### config.mk
export PLATFORM = sky130hd
export DESIGN_NAME = butterfly_mem_arb_flat
export DESIGN_NICKNAME = d
export VERILOG_FILES = /design/src/rtl/butterfly_pkg.sv /design/src/rtl/butterfly_mem_arb_if.sv /design/src/rtl/butterfly_arb_starve_ctr.sv /design/src/rtl/butterfly_mem_arb.sv /design/src/flat_wrapper.sv
export SDC_FILE = /design/constraint.sdc
export NUM_CORES = 1
export LEC_CHECK = 0
export BUFFER_PORTS_ARGS = -buffer_cell sky130_fd_sc_hd__buf_2
export CORE_AREA = 2 2 101 103
export DETAILED_ROUTE_END_ITERATION = 10
export DIE_AREA = 0 0 103 105
export HOLD_SLACK_MARGIN = 0.02
export PLACE_DENSITY_LB_ADDON = 0.05
export SLEW_MARGIN = 20
export SYNTH_ARGS = -nofsm -noshare
export SYNTH_HDL_FRONTEND = slang
export SYNTH_SLANG_ARGS = --single-unit
### constraint.sdc
create_clock -name clk_i -period 1 [get_ports clk_i]
set_input_delay 0.1 -clock clk_i [delete_from_list [all_inputs] [get_ports clk_i]]
set_output_delay 0.1 -clock clk_i [all_outputs]
set_load 0.1 [all_outputs]
### src/rtl/butterfly_pkg.sv
// butterfly_pkg: shared types and constants for the ButterFly memory arbiter.
//   XLEN       - datapath width (32).
//   arb_rsp_e  - owner of the read response in flight (NONE, IF, DM_RD).
package butterfly_pkg;

    localparam int unsigned XLEN = 32;

    typedef enum logic [1:0] {
        NONE  = 2'd0,
        IF    = 2'd1,
        DM_RD = 2'd2
    } arb_rsp_e;

endpackage

### src/rtl/butterfly_mem_arb_if.sv
// butterfly_mem_arb_if: bundle of the fetch port, data port and SRAM port
// around butterfly_mem_arb.
//   slave  - arbiter view: consumes fetch/data requests and SRAM read data,
//            drives readies, responses and the SRAM request.
//   master - surrounding view (core + SRAM): the mirror image.
interface butterfly_mem_arb_if
    import butterfly_pkg::*;
#(
    parameter int ADDR_W = 14
);
    // fetch port
    logic              if_valid_i;
    logic [XLEN-1:0]   if_addr_i;
    logic              if_ready_o;
    logic              if_rvalid_o;
    logic [XLEN-1:0]   if_rdata_o;
    // data port
    logic              dm_valid_i;
    logic              dm_we_i;
    logic [XLEN-1:0]   dm_addr_i;
    logic [XLEN-1:0]   dm_wdata_i;
    logic [3:0]        dm_wstrb_i;
    logic              dm_ready_o;
    logic              dm_rvalid_o;
    logic [XLEN-1:0]   dm_rdata_o;
    // SRAM port
    logic              mem_req_o;
    logic              mem_we_o;
    logic [ADDR_W-1:0] mem_addr_o;
    logic [XLEN-1:0]   mem_wdata_o;
    logic [3:0]        mem_wstrb_o;
    logic [XLEN-1:0]   mem_rdata_i;

    modport slave (
        input  if_valid_i, if_addr_i,
        output if_ready_o, if_rvalid_o, if_rdata_o,
        input  dm_valid_i, dm_we_i, dm_addr_i, dm_wdata_i, dm_wstrb_i,
        output dm_ready_o, dm_rvalid_o, dm_rdata_o,
        output mem_req_o, mem_we_o, mem_addr_o, mem_wdata_o, mem_wstrb_o,
        input  mem_rdata_i
    );

    modport master (
        output if_valid_i, if_addr_i,
        input  if_ready_o, if_rvalid_o, if_rdata_o,
        output dm_valid_i, dm_we_i, dm_addr_i, dm_wdata_i, dm_wstrb_i,
        input  dm_ready_o, dm_rvalid_o, dm_rdata_o,
        input  mem_req_o, mem_we_o, mem_addr_o, mem_wdata_o, mem_wstrb_o,
        output mem_rdata_i
    );

endinterface

### src/rtl/butterfly_arb_starve_ctr.sv
// butterfly_arb_starve_ctr: saturating count of consecutive denied fetch
// cycles. Only instantiated when BFLY_ARB_STARVE_GUARD_EN is defined.
//   clk_i   - clock, rising edge
//   rst_i   - asynchronous active-high reset (count -> 0)
//   wait_i  - fetch requesting but not granted this cycle
//   clr_i   - fetch granted this cycle (count -> 0)
//   force_o - count reached STARVE_MAX: fetch must win the next grant
module butterfly_arb_starve_ctr #(
    parameter int STARVE_MAX = 4
) (
    input  logic clk_i,
    input  logic rst_i,
    input  logic wait_i,
    input  logic clr_i,
    output logic force_o
);

    localparam int CW = $clog2(STARVE_MAX + 1);
    localparam logic [CW-1:0] MAXV = CW'(STARVE_MAX);

    logic [CW-1:0] r_cnt;

    always_ff @(posedge clk_i or posedge rst_i) begin
        if (rst_i) begin
            r_cnt <= '0;
        end else if (clr_i) begin
            r_cnt <= '0;
        end else if (wait_i && (r_cnt != MAXV)) begin
            r_cnt <= r_cnt + 1'b1;
        end
    end

    assign force_o = (r_cnt == MAXV);

endmodule

### src/rtl/butterfly_mem_arb.sv
// butterfly_mem_arb: shares one single-port, one-cycle-latency SRAM between
// the core fetch port and data port. Grants are combinational with data
// priority; read data returns one cycle after the grant.
// Optional feature macro: BFLY_ARB_STARVE_GUARD_EN (fetch starvation guard).
//   clk_i - clock, rising edge
//   rst_i - asynchronous active-high reset
//   bus   - butterfly_mem_arb_if.slave: fetch port (if_*), data port (dm_*),
//           SRAM port (mem_*)
module butterfly_mem_arb
    import butterfly_pkg::*;
#(
    parameter int ADDR_W     = 14,
    parameter int STARVE_MAX = 4
) (
    input  logic                clk_i,
    input  logic                rst_i,
    butterfly_mem_arb_if.slave  bus
);

    logic     w_if_gnt;
    logic     w_dm_gnt;
    arb_rsp_e r_rsp_q;
    arb_rsp_e w_rsp_d;

`ifdef BFLY_ARB_STARVE_GUARD_EN
    logic w_force;

    butterfly_arb_starve_ctr #(
        .STARVE_MAX (STARVE_MAX)
    ) u_starve_ctr (
        .clk_i   (clk_i),
        .rst_i   (rst_i),
        .wait_i  (bus.if_valid_i && !w_if_gnt),
        .clr_i   (w_if_gnt),
        .force_o (w_force)
    );

    // Saturated counter hands fetch exactly one grant, then clears.
    assign w_if_gnt = bus.if_valid_i && (!bus.dm_valid_i || w_force);
`else
    localparam int starve_max_unused = STARVE_MAX;

    assign w_if_gnt = bus.if_valid_i && !bus.dm_valid_i;
`endif

    assign w_dm_gnt = bus.dm_valid_i && !w_if_gnt;

    // Address bits outside the word index are ignored (addresses alias).
    logic w_unused_addr_bits;
    assign w_unused_addr_bits = ^{bus.if_addr_i[XLEN-1:ADDR_W+2], bus.if_addr_i[1:0],
                                  bus.dm_addr_i[XLEN-1:ADDR_W+2], bus.dm_addr_i[1:0]};

    // Response owner register
    always_ff @(posedge clk_i or posedge rst_i) begin
        if (rst_i) begin
            r_rsp_q <= NONE;
        end else begin
            r_rsp_q <= w_rsp_d;
        end
    end

    // Next response owner: only reads produce a response
    always_comb begin
        w_rsp_d = NONE;
        if (w_dm_gnt && !bus.dm_we_i) begin
            w_rsp_d = DM_RD;
        end else if (w_if_gnt) begin
            w_rsp_d = IF;
        end
    end

    // Outputs: grants, SRAM drive, response steering
    always_comb begin
        bus.if_ready_o  = w_if_gnt;
        bus.dm_ready_o  = w_dm_gnt;
        bus.mem_req_o   = w_if_gnt || w_dm_gnt;
        bus.mem_we_o    = 1'b0;
        bus.mem_addr_o  = '0;
        bus.mem_wdata_o = '0;
        bus.mem_wstrb_o = '0;
        if (w_dm_gnt) begin
            bus.mem_we_o    = bus.dm_we_i;
            bus.mem_addr_o  = bus.dm_addr_i[ADDR_W+1:2];
            bus.mem_wdata_o = bus.dm_wdata_i;
            bus.mem_wstrb_o = bus.dm_wstrb_i;
        end else if (w_if_gnt) begin
            bus.mem_addr_o  = bus.if_addr_i[ADDR_W+1:2];
        end

        bus.if_rvalid_o = (r_rsp_q == IF);
        bus.dm_rvalid_o = (r_rsp_q == DM_RD);
        bus.if_rdata_o  = bus.if_rvalid_o ? bus.mem_rdata_i : '0;
        bus.dm_rdata_o  = bus.dm_rvalid_o ? bus.mem_rdata_i : '0;
    end

endmodule

### src/flat_wrapper.sv
// flat-port wrapper written by rule: the top's interface ports become plain ports
module butterfly_mem_arb_flat import butterfly_pkg::*;
#(
    parameter int ADDR_W     = 14,
    parameter int STARVE_MAX = 4
)
  (clk_i, rst_i, bus_if_valid_i, bus_if_addr_i, bus_if_ready_o, bus_if_rvalid_o, bus_if_rdata_o, bus_dm_valid_i, bus_dm_we_i, bus_dm_addr_i, bus_dm_wdata_i, bus_dm_wstrb_i, bus_dm_ready_o, bus_dm_rvalid_o, bus_dm_rdata_o, bus_mem_req_o, bus_mem_we_o, bus_mem_addr_o, bus_mem_wdata_o, bus_mem_wstrb_o, bus_mem_rdata_i);
  butterfly_mem_arb_if #(.ADDR_W(ADDR_W)) bus_i ();
  input  logic clk_i;
  input  logic rst_i;
  input wire logic [$bits(bus_i.if_valid_i)-1:0] bus_if_valid_i;
  input wire logic [$bits(bus_i.if_addr_i)-1:0] bus_if_addr_i;
  output wire logic [$bits(bus_i.if_ready_o)-1:0] bus_if_ready_o;
  output wire logic [$bits(bus_i.if_rvalid_o)-1:0] bus_if_rvalid_o;
  output wire logic [$bits(bus_i.if_rdata_o)-1:0] bus_if_rdata_o;
  input wire logic [$bits(bus_i.dm_valid_i)-1:0] bus_dm_valid_i;
  input wire logic [$bits(bus_i.dm_we_i)-1:0] bus_dm_we_i;
  input wire logic [$bits(bus_i.dm_addr_i)-1:0] bus_dm_addr_i;
  input wire logic [$bits(bus_i.dm_wdata_i)-1:0] bus_dm_wdata_i;
  input wire logic [$bits(bus_i.dm_wstrb_i)-1:0] bus_dm_wstrb_i;
  output wire logic [$bits(bus_i.dm_ready_o)-1:0] bus_dm_ready_o;
  output wire logic [$bits(bus_i.dm_rvalid_o)-1:0] bus_dm_rvalid_o;
  output wire logic [$bits(bus_i.dm_rdata_o)-1:0] bus_dm_rdata_o;
  output wire logic [$bits(bus_i.mem_req_o)-1:0] bus_mem_req_o;
  output wire logic [$bits(bus_i.mem_we_o)-1:0] bus_mem_we_o;
  output wire logic [$bits(bus_i.mem_addr_o)-1:0] bus_mem_addr_o;
  output wire logic [$bits(bus_i.mem_wdata_o)-1:0] bus_mem_wdata_o;
  output wire logic [$bits(bus_i.mem_wstrb_o)-1:0] bus_mem_wstrb_o;
  input wire logic [$bits(bus_i.mem_rdata_i)-1:0] bus_mem_rdata_i;
  assign bus_i.if_valid_i = bus_if_valid_i;
  assign bus_i.if_addr_i = bus_if_addr_i;
  assign bus_if_ready_o = bus_i.if_ready_o;
  assign bus_if_rvalid_o = bus_i.if_rvalid_o;
  assign bus_if_rdata_o = bus_i.if_rdata_o;
  assign bus_i.dm_valid_i = bus_dm_valid_i;
  assign bus_i.dm_we_i = bus_dm_we_i;
  assign bus_i.dm_addr_i = bus_dm_addr_i;
  assign bus_i.dm_wdata_i = bus_dm_wdata_i;
  assign bus_i.dm_wstrb_i = bus_dm_wstrb_i;
  assign bus_dm_ready_o = bus_i.dm_ready_o;
  assign bus_dm_rvalid_o = bus_i.dm_rvalid_o;
  assign bus_dm_rdata_o = bus_i.dm_rdata_o;
  assign bus_mem_req_o = bus_i.mem_req_o;
  assign bus_mem_we_o = bus_i.mem_we_o;
  assign bus_mem_addr_o = bus_i.mem_addr_o;
  assign bus_mem_wdata_o = bus_i.mem_wdata_o;
  assign bus_mem_wstrb_o = bus_i.mem_wstrb_o;
  assign bus_i.mem_rdata_i = bus_mem_rdata_i;
  butterfly_mem_arb #(.ADDR_W(ADDR_W), .STARVE_MAX(STARVE_MAX)) u_core (.clk_i(clk_i), .rst_i(rst_i), .bus(bus_i));
endmodule
==> results.cfg <==
[logic_synthesis]
synth.distinct_cells = 13
synth_flop_cell = dfrtp_1
synth_commonest_cells = and2_1, a22o_2, buf_2
ys_warn_count = 0
synth_edf_count = 0
ys_async_sr_fraction_pct = 100
synth_seq_cells = 2
synthCells = 137
synth_top_area_share_pct = 67.1
syn-num-nets = 274
yosysMostFrequentCell = and2_1
synth-seq-area-share_pct = 5.31
synth.area.top_cells = and2_1, a22o_2, dfrtp_1
yosysTopAreaCell = and2_1
avgSynthCellArea_um2 = 6.88
syn_area_um2 = 942

[place]
dpl_worst_slack_ps = -256
post_dp_cell_area_um2 = 4380
hpwlAfterDp_um = 5900
io_buffers = 220
gp_congestion = 0.758

[global_route]
grt_antenna_before_repair = 0
grt_max_degree = 24
met3_usage_pct = 5.82
track_usage_pct = 11.2
gr-max-usage-layer = met2
use_met2_pct = 20.4
grt.met1_usage_pct = 11.2
grt_pass1_vias = 1807
overflow = 0
grt_first_pass_wirelength_um = 9660

[power]
p_leak_nw = 2.16
p_per_area_nw_per_um2 = 848
vdd_drop_max_uv = 494

[min_path]
holdCritPathClass = in -> reg

[die]
fp-row-count = 36
start_util_pct = 9.77
die_x_um = 103
io_pins = 257
dieArea_um2 = 10800
die_y_um = 105
design.core.area_um2 = 9640

[clock_tree]
cts_max_path_buffers = 2
cts_sinks = 2
numCtsBuffers = 3
htree_levels = 1
path_clk_slew_ps = 30
ctsRootBufferMaster = clkbuf_8
cts_tree = built

[setup_path]
cp-end-kind = output pin
critPathSlowestCell = dfrtp_1
arrival_ps = 1360
required_ps = 900
path_buf_inv = 2
crit_path_frequent_cell = buf_12
worst_path_largest_cell_delay_ps = 360
worstPathCellList = and2b_2 > buf_12 > and2_4 > buf_12
worstSetupPathType = reg -> out
worstPathMaxFanout = 22
crit_path_start_kind = register
crit_family = simple AND/OR/NAND/NOR gates

[route]
vias = 1786
final_antenna_net_count = 0
drt_first_pass_iters = 2
drc = 0
totalWireLength_um = 6520
dr.first_iter.drc_count = 22
routedWlPerCell_um = 13.1
vias_per_cell = 3.59

[sta]
fin_crit_sh_pct = 146
fmax_ghz = 0.683
rsz0062_at_grt = true
hold_viol = 0
setup-violations-final = 66
tightest_slew_ps = 192
final-max-slew-violation-count = 0
max_slew_margin_pct = 87.2
finalWorstSetupSlack_ps = -465
fin_hold_ws_ps = 187
setup_tns_ps = -28330
min_period_ps = 1460

[finish]
drive_above_1_share_pct = 98.6
antennaDiodeCount = 0
largest_reg_flops = 2
post-route-cell-area_um2 = 4570
final_util_pct = 47.5
area_growth_pct = 386
largest-register = u_core.r_rsp_q
nets = 504
reg_top3 = u_core.r_rsp_q x2

[outcome]
violations = setup timing
outcome = finished with violations

[job]
max_cap_violations = 0
## worst paths after layout
check / depth (start not counted) / from / slack, ps / endpoint
min: 2 / bus_dm_we_i / 190 / u_core.r_rsp_q[1]
max in group asynchronous: 3 / rst_i / 590 / u_core.r_rsp_q[0]
max: 4 / u_core.r_rsp_q[1] / -460 / bus_if_rdata_o[21]
min in group asynchronous: 3 / rst_i / 300 / u_core.r_rsp_q[1]
## where the power goes
| group | internal, W | switching [W] |
|---|---|---|
| Sequential | 0.0000858 | 0.00000285 |
| Clock | 0.000254 | 0.0000582 |
| Combinational | 0.00135 | 0.00213 |
## layout make-up
cell class,instances,area (um2)
repair buffers,239,3170
clock buffers,3,41.3
fillers,893,5060
flip-flops and latches,2,50.0
multi-input cells,120,1140
well taps,133,166
inverters,1,3.75
## layout by cell type, fill, tap and decap left out, drive strengths merged
master       count
a22o            14
and2           101
and2b            2
buf            236
clkbuf           5
dfrtp            2
dlygate4sd3      1
inv              1
nor2b            2
or2              1
## cell families after synthesis
group / count (synthesis) / share of synthesized area [%]
buffers and inverters: 15 / 8.77
AND/OR/NAND/NOR: 106 / 71.7
AO/OA/AOI/OAI: 14 / 14.2
flip-flops: 2 / 5.31
## routing by layer
metal / vias up / wire length, um / part of all wire [%]
met5: - / 0 / 0
met4: 0 / 29 / 0.44
met3: 2 / 1070 / 16
met1: 760 / 2030 / 31
li1: 881 / - / -
met2: 143 / 3390 / 52
## metrics by stage
stage               cells  total power, W
finish                498         0.00388
global route          498         0.00401
CTS                   494         0.00386
detailed placement    490         0.00352
global placement      490         0.00352
floorplan             137         0.00219
## repair_timing
action,CTS,global route
buffers inserted,0,1
resized for setup,5,14
cloned,0,3
hold buffers,1,0
endpoints found under the setup margin,73,82
pin swaps,3,3
endpoints found under the hold margin,2,0
Power figures use the tool's default switching activity.
